### config.mk
export PLATFORM = sky130hd
export DESIGN_NAME = freq_sweep_ctl
export DESIGN_NICKNAME = d
export VERILOG_FILES = /design/src/rtl/freq_sweep_ctl.sv
export SDC_FILE = /design/constraint.sdc
export NUM_CORES = 1
export LEC_CHECK = 0
export CAP_MARGIN = 20
export CORE_ASPECT_RATIO = 1.1
export CORE_MARGIN = 2
export CORE_UTILIZATION = 35
export DETAILED_ROUTE_END_ITERATION = 12
export GPL_TIMING_DRIVEN = 0
export PLACE_DENSITY = 0.59
export SETUP_SLACK_MARGIN = 0.4
export SYNTH_ARGS = -nofsm -noshare
export SYNTH_HDL_FRONTEND = slang
export SYNTH_SLANG_ARGS = --single-unit
### constraint.sdc
create_clock -name clk -period 4.7 [get_ports clk]
set_input_delay 0.94 -clock clk [delete_from_list [all_inputs] [get_ports clk]]
set_output_delay 0.94 -clock clk [all_outputs]
set_load 0.02 [all_outputs]
### src/rtl/freq_sweep_ctl.sv
// Frequency sweep sequencer feeding the freq_ctl code of freq_ctl_data.
// Optional build macro SWEEP_TRIANGLE_EN: continuous sweeps ping-pong instead of sawtooth wrap.
module freq_sweep_ctl #(
  parameter int unsigned FREQ_W  = 12,
  parameter int unsigned DWELL_W = 24
) (
  input  logic               clk,
  input  logic               rst_n,
  input  logic               start,
  input  logic               stop,
  input  logic               mode,
  input  logic [FREQ_W-1:0]  f_start,
  input  logic [FREQ_W-1:0]  f_stop,
  input  logic [FREQ_W-1:0]  f_step,
  input  logic [DWELL_W-1:0] dwell,
  output logic [FREQ_W-1:0]  freq_ctl,
  output logic               freq_valid,
  output logic               busy,
  output logic               done
);

  typedef enum logic {S_IDLE, S_RUN} state_t;

  state_t               r_state,    w_state_nxt;
  logic [FREQ_W-1:0]    r_freq,     w_freq_nxt;
  logic                 r_valid,    w_valid_nxt;
  logic                 r_busy,     w_busy_nxt;
  logic                 r_done,     w_done_nxt;
  logic [DWELL_W-1:0]   r_cnt,      w_cnt_nxt;
  logic [FREQ_W-1:0]    r_fa,       w_fa_nxt;
  logic [FREQ_W-1:0]    r_fb,       w_fb_nxt;
  logic [FREQ_W-1:0]    r_step,     w_step_nxt;
  logic [DWELL_W-1:0]   r_dwell_m1, w_dwell_m1_nxt;
  logic                 r_mode,     w_mode_nxt;
  logic                 r_tgt_b,    w_tgt_b_nxt;

  logic [DWELL_W-1:0]   w_d_m1;
  logic [FREQ_W-1:0]    w_tgt;
  logic                 w_up;

  // One step from cur toward tgt, clamped to tgt on reaching/passing it or on wrap.
  function automatic logic [FREQ_W-1:0] f_next(input logic [FREQ_W-1:0] cur,
                                               input logic [FREQ_W-1:0] tgt,
                                               input logic [FREQ_W-1:0] step,
                                               input logic              up);
    logic [FREQ_W:0] s;
    if (up) begin
      s = {1'b0, cur} + {1'b0, step};
      f_next = (s[FREQ_W] || (s[FREQ_W-1:0] >= tgt)) ? tgt : s[FREQ_W-1:0];
    end else begin
      s = {1'b0, cur} - {1'b0, step};
      f_next = (s[FREQ_W] || (s[FREQ_W-1:0] <= tgt)) ? tgt : s[FREQ_W-1:0];
    end
  endfunction

  assign w_d_m1 = (dwell == '0) ? '0 : dwell - DWELL_W'(1);
  assign w_tgt  = r_tgt_b ? r_fb : r_fa;
  assign w_up   = r_tgt_b ? (r_fa <= r_fb) : (r_fb <= r_fa);

`ifdef SWEEP_TRIANGLE_EN
  logic [FREQ_W-1:0]    w_other;
  assign w_other = r_tgt_b ? r_fa : r_fb;
`endif

  always_ff @(posedge clk or negedge rst_n) begin
    if (!rst_n) begin
      r_state    <= S_IDLE;
      r_freq     <= '0;
      r_valid    <= 1'b0;
      r_busy     <= 1'b0;
      r_done     <= 1'b0;
      r_cnt      <= '0;
      r_fa       <= '0;
      r_fb       <= '0;
      r_step     <= '0;
      r_dwell_m1 <= '0;
      r_mode     <= 1'b0;
      r_tgt_b    <= 1'b0;
    end else begin
      r_state    <= w_state_nxt;
      r_freq     <= w_freq_nxt;
      r_valid    <= w_valid_nxt;
      r_busy     <= w_busy_nxt;
      r_done     <= w_done_nxt;
      r_cnt      <= w_cnt_nxt;
      r_fa       <= w_fa_nxt;
      r_fb       <= w_fb_nxt;
      r_step     <= w_step_nxt;
      r_dwell_m1 <= w_dwell_m1_nxt;
      r_mode     <= w_mode_nxt;
      r_tgt_b    <= w_tgt_b_nxt;
    end
  end

  always_comb begin
    w_state_nxt    = r_state;
    w_freq_nxt     = r_freq;
    w_valid_nxt    = 1'b0;
    w_busy_nxt     = r_busy;
    w_done_nxt     = 1'b0;
    w_cnt_nxt      = r_cnt;
    w_fa_nxt       = r_fa;
    w_fb_nxt       = r_fb;
    w_step_nxt     = r_step;
    w_dwell_m1_nxt = r_dwell_m1;
    w_mode_nxt     = r_mode;
    w_tgt_b_nxt    = r_tgt_b;

    case (r_state)
      S_IDLE: begin
        if (start && !stop) begin
          // A zero step collapses the sweep onto the start code.
          w_fa_nxt       = f_start;
          w_fb_nxt       = (f_step == '0) ? f_start : f_stop;
          w_step_nxt     = f_step;
          w_dwell_m1_nxt = w_d_m1;
          w_mode_nxt     = mode;
          w_tgt_b_nxt    = 1'b1;
          w_freq_nxt     = f_start;
          w_valid_nxt    = 1'b1;
          w_busy_nxt     = 1'b1;
          w_cnt_nxt      = w_d_m1;
          w_state_nxt    = S_RUN;
        end
      end
      S_RUN: begin
        if (stop) begin
          w_busy_nxt  = 1'b0;
          w_state_nxt = S_IDLE;
        end else if (r_cnt != '0) begin
          w_cnt_nxt = r_cnt - DWELL_W'(1);
        end else if (r_freq != w_tgt) begin
          w_freq_nxt  = f_next(r_freq, w_tgt, r_step, w_up);
          w_valid_nxt = 1'b1;
          w_cnt_nxt   = r_dwell_m1;
        end else if (!r_mode) begin
          w_done_nxt  = 1'b1;
          w_busy_nxt  = 1'b0;
          w_state_nxt = S_IDLE;
        end else begin
          w_valid_nxt = 1'b1;
          w_cnt_nxt   = r_dwell_m1;
`ifdef SWEEP_TRIANGLE_EN
          if (r_fa == r_fb) begin
            w_freq_nxt = r_fa;
          end else begin
            w_tgt_b_nxt = !r_tgt_b;
            w_freq_nxt  = f_next(r_freq, w_other, r_step, !w_up);
          end
`else
          w_freq_nxt = r_fa;
`endif
        end
      end
      default: w_state_nxt = S_IDLE;
    endcase
  end

  assign freq_ctl   = r_freq;
  assign freq_valid = r_valid;
  assign busy       = r_busy;
  assign done       = r_done;

endmodule

==> results.yml, run 1 <==
finish:
  layout-drive-gt1-share_pct: 7.736
  diodes: 0
  utilization_pct: 43.01
  fillers: 2226
  fin_nets: 1171
  seq_area_mm2: 0.002557
  synthToLayoutAreaGrowth_pct: 20.58
  final_cells: 1342
  multiInputGateArea_mm2: 0.005006
  design_area_mm2: 0.009478
critical_path:
  cp_data_required_time_ns: 4.94
  crit_path_top_delay_cell: "dfrtp_2"
  start_kind: "flop"
  worstPathMaxFanout: 10
  endpoint_kind: "flop"
  arrival_ns: 4.29
  slowest_delay_ns: 0.47
  path_class: "flop to flop"
  cp_cell_sequence: "ha_1, clkbuf_2, o21a_1, o31ai_2, a21oi_1, a41o_1, o41ai_2, xnor2_1, ha_1, nand4_1, a211o_1, a31oi_2, nand3_2, o2bb2ai_2, clkbuf_4, or2_2, a41oi_1"
  reg2regPathDepth: 17
  cpMostUsedCell: "ha_1"
floorplanning:
  fp.dieH_um: 161.2
  die_w_um: 146.9
  core_area_mm2: 0.02204
  io_pins: 80
  die-area_mm2: 0.02367
  start_util_pct: 35.67
  num_rows: 57
job:
  maxCapViolCount: 0
hold_path:
  holdPathStages: 2
  hp-class: "flop to flop"
logic_synthesis:
  async_flop_share_pct: 100.0
  synth_cell_types: 65
  yosys_warnings: 0
  avgSynthCellArea_um2: 8.309
  synth_top_area_share_pct: 32.47
  synthTopCellsByArea: "dfrtp_1 32%, ha_1 9.9%, nand2_1 5.6%"
  yosys_most_used_dff: "dfrtp_1"
  synth_common_cells: "117 x nand2_1, 102 x dfrtp_1, 79 x nor2_1"
  synth_top_area_cell: "dfrtp_1"
  synth.most_common_cell: "nand2_1"
  synth_area_mm2: 0.007860
  syn_inst: 946
  synth-edff-count: 0
  synthesis.nets: 1075
  ys_seq_elements: 102
  ys_seq_area_share_pct: 32.47
timing:
  hold_viol: 0
  slew_violations: 0
  finalSetupViolations: 0
  fin_crit_ns: 4.057
  relSlewSlack_pct: 41.85
  finClkSkew_ns: 0.01139
  tightest_slew_ns: 0.8722
  clock.fmax_mhz: 246.5
  fin_crit_sh_pct: 86.33
  rsz0062_at_grt: "yes"
  fin_setup_tns_ns: 0
power_and_ir_drop:
  power_mw: 4.461
  peakVddDrop_mv: 0.2154
  p_per_area_mw_per_mm2: 470.7
  p_leak_nw: 4.063
cts:
  cts.clk_slew.worst_paths_ns: 0.08
  htreeDepth: 3
  cts_buffers: 9
  root_buffer: "clkbuf_16"
  cts_hold_buf: 0
  cts.sink_count: 102
  cts_tree: "built"
  clk_latency_ns: 0.37
  ctsLongestPathBuffers: 2
route:
  route.detailed.wl_per_inst_um: 18.00
  dr.pass1.iters: 7
  first_iter_violations: 414
  via_per_inst: 5.382
  totalWireLength_mm: 24.16
  ant_nets: 0
  dr_total_vias: 7223
  drc_errors: 0
global_routing:
  grt_usage_pct: 20.63
  antenna_found_initial: 0
  grt_pass1_vias: 7073
  grt_first_pass_wirelength_mm: 38.27
  overflow: 0
  grt_start_max_net_pins: 57
place:
  placed_cells: 1321
  place_area_mm2: 0.009045
  hpwl_mm: 18.43
  gp_congestion: 0.8637
  port_buffers: 79
status:
  status: "finished clean"
-- registers in the layout (all words and copies together) (netlist names), 12 cells and up --
signal      cells
r_cnt          24
freq_ctl       12
r_dwell_m1     24
r_fb           12
r_step         12
r_fa           12
-- power by group --
group	internal [mW]	switching, mW
combinational	1.07	1.41
sequential	1.03	0.175
clock	0.374	0.401
total	2.47	1.99
-- layer usage --
metal,vias to the layer above,track usage (%),part of all wire [%]
met2,176,37.22,51
met5,-,0,0
met4,0,5.649,1.6
met1,3450,25.70,43
li1,3570,-,-
met3,27,2.994,4.8
-- cell usage in the layout, fill, tap and decap left out, types with 13 or more instances in the layout --
master	instances
mux2i_1	34
xor2_1	18
clkdlybuf4s50_1	78
o21ai_0	75
o211ai_1	17
nor3_1	24
ha_1	62
a31oi_1	23
or2_2	13
nor2_1	77
a21oi_1	58
dfrtp_1	98
inv_1	46
nand2_1	117
xnor2_1	47
nand3_1	17
clkbuf_1	33
-- final cells by class --
class | instances | area share [%]
multi-input combinational | 748 | 52.82
sequential | 102 | 26.98
timing repair buffer | 85 | 9.003
tap | 295 | 3.894
buffer | 50 | 2.416
clock buffer | 9 | 2.376
inverter | 46 | 1.822
clock inverter | 7 | 0.6865
-- repair_timing --
action                     in CTS  in global routing
resized for setup               9                 25
setup endpoints to repair      11                 13
pin swaps                       0                 11
setup buffers                   0                  5
cloned                          0                  0
-- metrics by stage --
stage	hold WS, ns	worst slack (ns)
floorplan	0.4447	0.9115
global route	0.5167	0.3822
CTS	0.4892	0.3774
detailed placement	0.4708	0.1219
global placement	0.4623	-1.568
finish	0.4842	0.6426
-- kinds of logic (layout without fill, tap and decap cells) --
kind of cell             after synthesis  count (layout)  synth area share, %
multiplexers                          36              36                4.616
adder cells (fa/ha/maj)               64              64                10.38
XOR/XNOR                              66              66                7.354
flip-flops                           102             102                32.47
AO/OA/AOI/OAI                        254             254                20.23
buffers and inverters                 96             197                4.967
AND/OR/NAND/NOR                      328             328                19.98
-- path summary, 6_finish.rpt --
kind | start | endpoint | slack [ns]
min in group asynchronous | rst_n | r_dwell_m1[3]$_DFFE_PN0P_ | 0.60
worst max register to register | freq_ctl[2]$_DFFE_PN0P_ | freq_ctl[11]$_DFFE_PN0P_ | 0.64
max in group asynchronous | rst_n | freq_ctl[1]$_DFFE_PN0P_ | 3.34
worst min register to register | r_dwell_m1[8]$_DFFE_PN0P_ | r_dwell_m1[8]$_DFFE_PN0P_ | 0.48
worst max-delay path | freq_ctl[2]$_DFFE_PN0P_ | freq_ctl[11]$_DFFE_PN0P_ | 0.64
worst min-delay path | r_dwell_m1[8]$_DFFE_PN0P_ | r_dwell_m1[8]$_DFFE_PN0P_ | 0.48
-- worst max-delay path: cells and delay by family (launching register included) --
| family | cells | cell delay (ns) |
|---|---|---|
| compound gates | 9 | 1.77 |
| fa+ha+maj | 2 | 0.64 |
| flops | 1 | 0.47 |
| simple gates | 3 | 0.47 |
| buf+inv | 2 | 0.43 |
| xor+xnor | 1 | 0.15 |
Note: power is estimated with default switching activity, not from simulation.
==> run 2, diff against run 1 <==
--- a/config.mk
+++ b/config.mk
@@ -6,12 +6,14 @@
 export NUM_CORES = 1
 export LEC_CHECK = 0
 export CAP_MARGIN = 20
+export CELL_PAD_IN_SITES_DETAIL_PLACEMENT = 0
+export CELL_PAD_IN_SITES_GLOBAL_PLACEMENT = 1
 export CORE_ASPECT_RATIO = 1.1
 export CORE_MARGIN = 2
 export CORE_UTILIZATION = 35
 export DETAILED_ROUTE_END_ITERATION = 12
 export GPL_TIMING_DRIVEN = 0
-export PLACE_DENSITY = 0.59
+export PLACE_DENSITY = 0.72
 export SETUP_SLACK_MARGIN = 0.4
 export SYNTH_ARGS = -nofsm -noshare
 export SYNTH_HDL_FRONTEND = slang
==> run 2 against run 1 <==
- worst setup slack got worse by 0.034 ns
- routed wire length increased by 1.3%
- highest routed layer unchanged
- sequential power about the same
- sequential share of layout area increased by 0.093 points
- via count decreased by 0.57%
- combinational power decreased by 2%
- non-clock buffer count decreased by 1
- clock skew decreased by 0.0011 ns
- largest cell class unchanged
- largest power group unchanged
- critical path depth increased by 2
==> results.yml, run 2 (same netlist as run 1, synthesis figures left out) <==
status:
  status: "finished clean"
power_and_ir_drop:
  power_frac_clock_pct: 17.1
  p_leak_nw: 4.052
  p_per_area_mw_per_mm2: 464.8
  p_comb_share_pct: 55.4
  switchingPower_mw: 1.950
  p_sw_share_pct: 44.42
  internal-power_mw: 2.440
  peakVddDrop_mv: 0.3041
  pwr-share-seq_pct: 27.5
critical_path:
  arrival_ns: 4.32
  start_kind: "flop"
  cp_data_required_time_ns: 4.93
  cp_cell_sequence: "inv_1, ha_1, inv_1, fa_2, a21oi_2, o211ai_1, o211a_1, o21a_1, nor2_2, xnor2_2, ha_1, nand4_1, a211o_1, a31oi_1, nand3_2, o2bb2ai_2, buf_4, or2_2, a41oi_1"
  slowest_delay_ns: 0.45
  critPathBufInv: 3
  path_class: "flop to flop"
  endpoint_kind: "flop"
  crit_path_top_delay_cell: "dfrtp_2"
  worstPathMaxFanout: 10
  worst_path_dominant_cell_family: "compound AO/OA/AOI/OAI gates"
  r2r_setup_slack_ns: 0.61
route:
  dr.pass1.iters: 5
  route.detailed.wl_per_inst_um: 18.26
  first_iter_violations: 354
  totalWireLength_mm: 24.49
  dr_total_vias: 7182
  drc_errors: 0
  ant_nets: 0
  via_per_inst: 5.356
floorplanning:
  io_pins: 80
  core_area_mm2: 0.02204
  die-area_mm2: 0.02367
  die_w_um: 146.9
  start_util_pct: 35.67
  fp.dieH_um: 161.2
  num_rows: 57
global_routing:
  overflow: 0
  grt_usage_pct: 21.13
  grt_start_max_net_pins: 93
  antenna_found_initial: 0
  grt_pass1_vias: 7190
  grt_first_pass_wirelength_mm: 38.96
timing:
  fin_crit_ns: 4.091
  fin_crit_sh_pct: 87.05
  clock.fmax_mhz: 244.4
  hold_viol: 0
  tightest_slew_ns: 0.8471
  finalSetupViolations: 0
  rsz0062_at_grt: "yes"
  slew_violations: 0
  finClkSkew_ns: 0.01029
  relSlewSlack_pct: 43.53
place:
  placed_cells: 1321
  port_buffers: 79
  hpwl_mm: 18.92
  gp_congestion: 0.8441
cts:
  root_buffer: "clkbuf_16"
  ctsLongestPathBuffers: 2
  cts_tree: "built"
  cts_buffers: 9
  clk_latency_ns: 0.36
  htreeDepth: 3
  cts_hold_buf: 0
  cts.sink_count: 102
  cts.clk_slew.worst_paths_ns: 0.08
finish:
  final_cells: 1341
  layout-drive-gt1-share_pct: 7.457
  synthToLayoutAreaGrowth_pct: 20.17
  reg_top3: "r_cnt: 24 flops, r_dwell_m1: 24 flops"
  fin_nets: 1170
  layout_common_cells: "117 x nand2_1, 98 x dfrtp_1, 78 x clkdlybuf4s50_1"
  utilization_pct: 42.86
  diodes: 0
  final_common_cell: "nand2_1"
job:
  maxCapViolCount: 0
hold_path:
  hp-class: "input pin to asynchronous set/reset pin"
## run 2: worst register-to-register path, cell delays in order, from the launching register on
cell,delay (ns)
dfrtp_2,0.45
inv_1,0.07
ha_1,0.18
inv_1,0.07
fa_2,0.36
a21oi_2,0.17
o211ai_1,0.16
o211a_1,0.28
o21a_1,0.19
nor2_2,0.12
xnor2_2,0.10
ha_1,0.33
nand4_1,0.21
a211o_1,0.30
a31oi_1,0.20
nand3_2,0.16
o2bb2ai_2,0.20
buf_4,0.20
or2_2,0.12
a41oi_1,0.10
## run 2: per-stage QoR
step           total power, mW  TNS [ns]  setup WS [ns]  area, um^2  hold WS, ns
5_1_grt                  4.743         0         0.3876        9445       0.3819
6_report                 4.390         0         0.6087        9445       0.3868
3_5_place_dp             3.499         0        0.08865        9049       0.4652
3_3_place_gp             3.480   -168.74         -1.661        9020       0.4571
2_1_floorplan            2.809         0         0.9115        7860       0.4447
4_1_cts                  4.340         0         0.4019        9371       0.3815
## run 2: path summary, 6_finish.rpt
path / startpoint / to / cells after the start
max: freq_ctl[0]$_DFFE_PN0P_ / freq_ctl[11]$_DFFE_PN0P_ / 19
min: rst_n / r_step[11]$_DFFE_PN0P_ / 1
max reg2reg: freq_ctl[0]$_DFFE_PN0P_ / freq_ctl[11]$_DFFE_PN0P_ / 19
min reg2reg: r_dwell_m1[15]$_DFFE_PN0P_ / r_dwell_m1[15]$_DFFE_PN0P_ / 2
max in group asynchronous: rst_n / freq_ctl[4]$_DFFE_PN0P_ / 2
min in group clk: r_dwell_m1[15]$_DFFE_PN0P_ / r_dwell_m1[15]$_DFFE_PN0P_ / 2
## run 2: final cells by class
cell class / instances / area, um^2
well taps: 295 / 369.1
flip-flops and latches: 102 / 2557
inverters: 46 / 172.7
clock inverters: 7 / 56.30
clock buffers: 9 / 225.2
plain buffers: 50 / 226.5
repair buffers: 84 / 849.6
fillers: 2247 / 12590
multi-input cells: 748 / 4989
## run 2: timing repair
action / 4_1_cts / 5_1_grt
gates resized for setup: 12 / 19
endpoints found under the setup margin: 12 / 13
setup buffers: 0 / 4
pin swaps: 0 / 10
## run 2: per-layer routing
metal / track usage, % / routed length, um / up-vias
met5: 0 / 0 / -
met4: 6.090 / 413 / 0
met3: 2.090 / 736 / 26
met2: 39.74 / 12990 / 155
met1: 25.46 / 10350 / 3425
li1: - / - / 3576
## run 2: power by group through the flow
stage	registers [mW]	clock network (mW)	logic, mW
after floorplan	1.21	0	1.60
after global placement	1.22	0	2.26
after detailed placement	1.22	0	2.28
after CTS	1.21	0.768	2.36
after global routing	1.23	0.802	2.71
final	1.21	0.749	2.43
==> run 3, diff against run 2 <==
--- a/config.mk
+++ b/config.mk
@@ -12,9 +12,8 @@
 export CORE_MARGIN = 2
 export CORE_UTILIZATION = 35
 export DETAILED_ROUTE_END_ITERATION = 12
-export GPL_TIMING_DRIVEN = 0
 export PLACE_DENSITY = 0.72
-export SETUP_SLACK_MARGIN = 0.4
+export SETUP_SLACK_MARGIN = 0.05
 export SYNTH_ARGS = -nofsm -noshare
 export SYNTH_HDL_FRONTEND = slang
 export SYNTH_SLANG_ARGS = --single-unit
==> run 3 against run 2 <==
- utilization down 0.90 points
- cell area down 2.1%
- routed wire length is 11% lower
==> results.yml, run 3 (same netlist as run 1, synthesis figures left out) <==
status:
  status: "finished clean"
cts:
  cts_tree: "built"
  htreeDepth: 3
  cts_resized: 0
  root_buffer: "clkbuf_16"
  clk_latency_ns: 0.37
  cts.sink_count: 102
  cts_hold_buf: 0
  ctsLongestPathBuffers: 2
  cts_buffers: 9
  cts.clk_slew.worst_paths_ns: 0.08
  post_cts_buffers: 0
critical_path:
  crit_path_top_delay_cell: "dfrtp_1"
  slowest_delay_ns: 0.50
  path_class: "flop to flop"
  r2r_setup_slack_ns: 0.42
  crit_start: "freq_ctl[1]$_DFFE_PN0P_"
  cp_cell_sequence: "ha_1, nor2b_1, o31ai_1, a21oi_1, a41o_1, o41ai_1, xnor2_1, ha_1, nand4_1, a211o_1, a31oi_1, nand3_1, o2bb2ai_1, buf_4, or2_2, a31oi_1"
  cp_data_required_time_ns: 4.91
  r2r_start: "freq_ctl[1]$_DFFE_PN0P_"
  arrival_ns: 4.49
  worstPathMaxFanout: 7
  endpoint_kind: "flop"
  critPathBufInv: 1
  worst_path_dominant_cell_family: "compound AO/OA/AOI/OAI gates"
  start_kind: "flop"
power_and_ir_drop:
  internal-power_mw: 2.424
  p_sw_share_pct: 43.75
  p_comb_share_pct: 53.8
  p_per_area_mw_per_mm2: 465.9
  p_leak_nw: 3.986
  switchingPower_mw: 1.885
  pwr-share-seq_pct: 28.0
  power_frac_clock_pct: 18.2
  peakVddDrop_mv: 0.2714
timing:
  finalSetupViolations: 0
  tightest_slew_ns: 0.9334
  whs_ns: 0.4814
  finClkSkew_ns: 0.01276
  fin_setup_tns_ns: 0
  relSlewSlack_pct: 37.57
  rsz0062_at_grt: "no"
  clock.fmax_mhz: 233.7
  hold_viol: 0
  fin_crit_ns: 4.280
  fin_crit_sh_pct: 91.06
  slew_violations: 0
floorplanning:
  die-area_mm2: 0.02367
  io_pins: 80
  start_util_pct: 35.67
  num_rows: 57
  fp.dieH_um: 161.2
  die_w_um: 146.9
  core_area_mm2: 0.02204
finish:
  synthToLayoutAreaGrowth_pct: 17.65
  diodes: 0
  layout_common_cells: "117 x nand2_1, 101 x dfrtp_1, 78 x nor2_1, 78 x clkdlybuf4s50_1, 75 x o21ai_0"
  layout-drive-gt1-share_pct: 6.157
  reg_top3: "r_cnt: 24 flops, r_dwell_m1: 24 flops"
  fin_nets: 1131
  final_common_cell: "nand2_1"
route:
  dr.pass1.iters: 6
  drc_errors: 0
  dr_wl_met3_um: 611
  first_iter_violations: 422
  top_layer: "met4"
  wl_met1_mm: 10.19
  dr_total_vias: 6834
  totalWireLength_mm: 21.87
  ant_nets: 0
  via_per_inst: 5.249
  route.detailed.wl_per_inst_um: 16.80
  wl_met2_mm: 10.81
job:
  maxCapViolCount: 0
global_routing:
  grt_start_max_net_pins: 58
  grt_usage_pct: 19.14
  antenna_found_initial: 0
  grt_first_pass_wirelength_mm: 36.34
  overflow: 0
  grt_pass1_vias: 6795
place:
  gp_congestion: 0.8637
  port_buffers: 79
  hpwl_mm: 16.77
hold_path:
  hp-class: "flop to flop"
  min_from: "r_dwell_m1[21]$_DFFE_PN0P_"
run 3: changes by cell type in the layout (fill, tap and decap cells not counted), sizes merged:
cell / previous run / this run
buf: 19 / 17
clkinv: 3 / 2
clkinvlp: 2 / 0
inv: 48 / 51
clkbuf: 46 / 9
run 3: worst min-delay path: stages (launching register included):
cell and delay, ns:
dfrtp_1 0.34, nand2_1 0.04, o21ai_0 0.06
run 3: final timing paths:
check	to	cells after the start
min	r_dwell_m1[21]$_DFFE_PN0P_	2
max	freq_ctl[4]$_DFFE_PN0P_	16
min in group asynchronous	r_step[8]$_DFFE_PN0P_	1
max reg2reg	freq_ctl[4]$_DFFE_PN0P_	16
min reg2reg	r_dwell_m1[21]$_DFFE_PN0P_	2
max in group asynchronous	r_state$_DFF_PN0_	2
run 3: cell type report:
type	instances	area [um^2]
Multi-Input combinational cell	748	4945
Clock inverter	7	73.82
Clock buffer	9	225.2
Tap cell	295	369.1
Timing Repair Buffer	95	908.4
Fill cell	2221	12790
Sequential cell	102	2554
Inverter	46	172.7
run 3: metrics by stage:
stage	util, %	cells	cell area, um^2	power, mW	setup slack (ns)
2_1_floorplan	-	946	7860	2.809	0.9115
3_3_place_gp	40.61	1286	8949	3.503	0.5148
3_5_place_dp	40.61	1286	8949	3.513	0.4294
4_1_cts	41.96	1302	9248	4.314	0.4324
5_1_grt	41.96	1302	9248	4.680	0.08760
6_report	41.96	1302	9248	4.309	0.4201
run 3: routing by layer:
layer,up-vias,track usage [%]
met2,119,34.06
met1,3216,24.92
li1,3486,-
met3,13,2.232
met4,0,4.413
met5,-,0
run 3: power by group through the flow:
stage | clock (mW) | sequential (mW) | combinational [mW]
global route | 0.839 | 1.23 | 2.61
finish | 0.785 | 1.20 | 2.32
detailed placement | 0 | 1.22 | 2.29
global placement | 0 | 1.22 | 2.29
CTS | 0.805 | 1.20 | 2.31
floorplan | 0 | 1.21 | 1.60
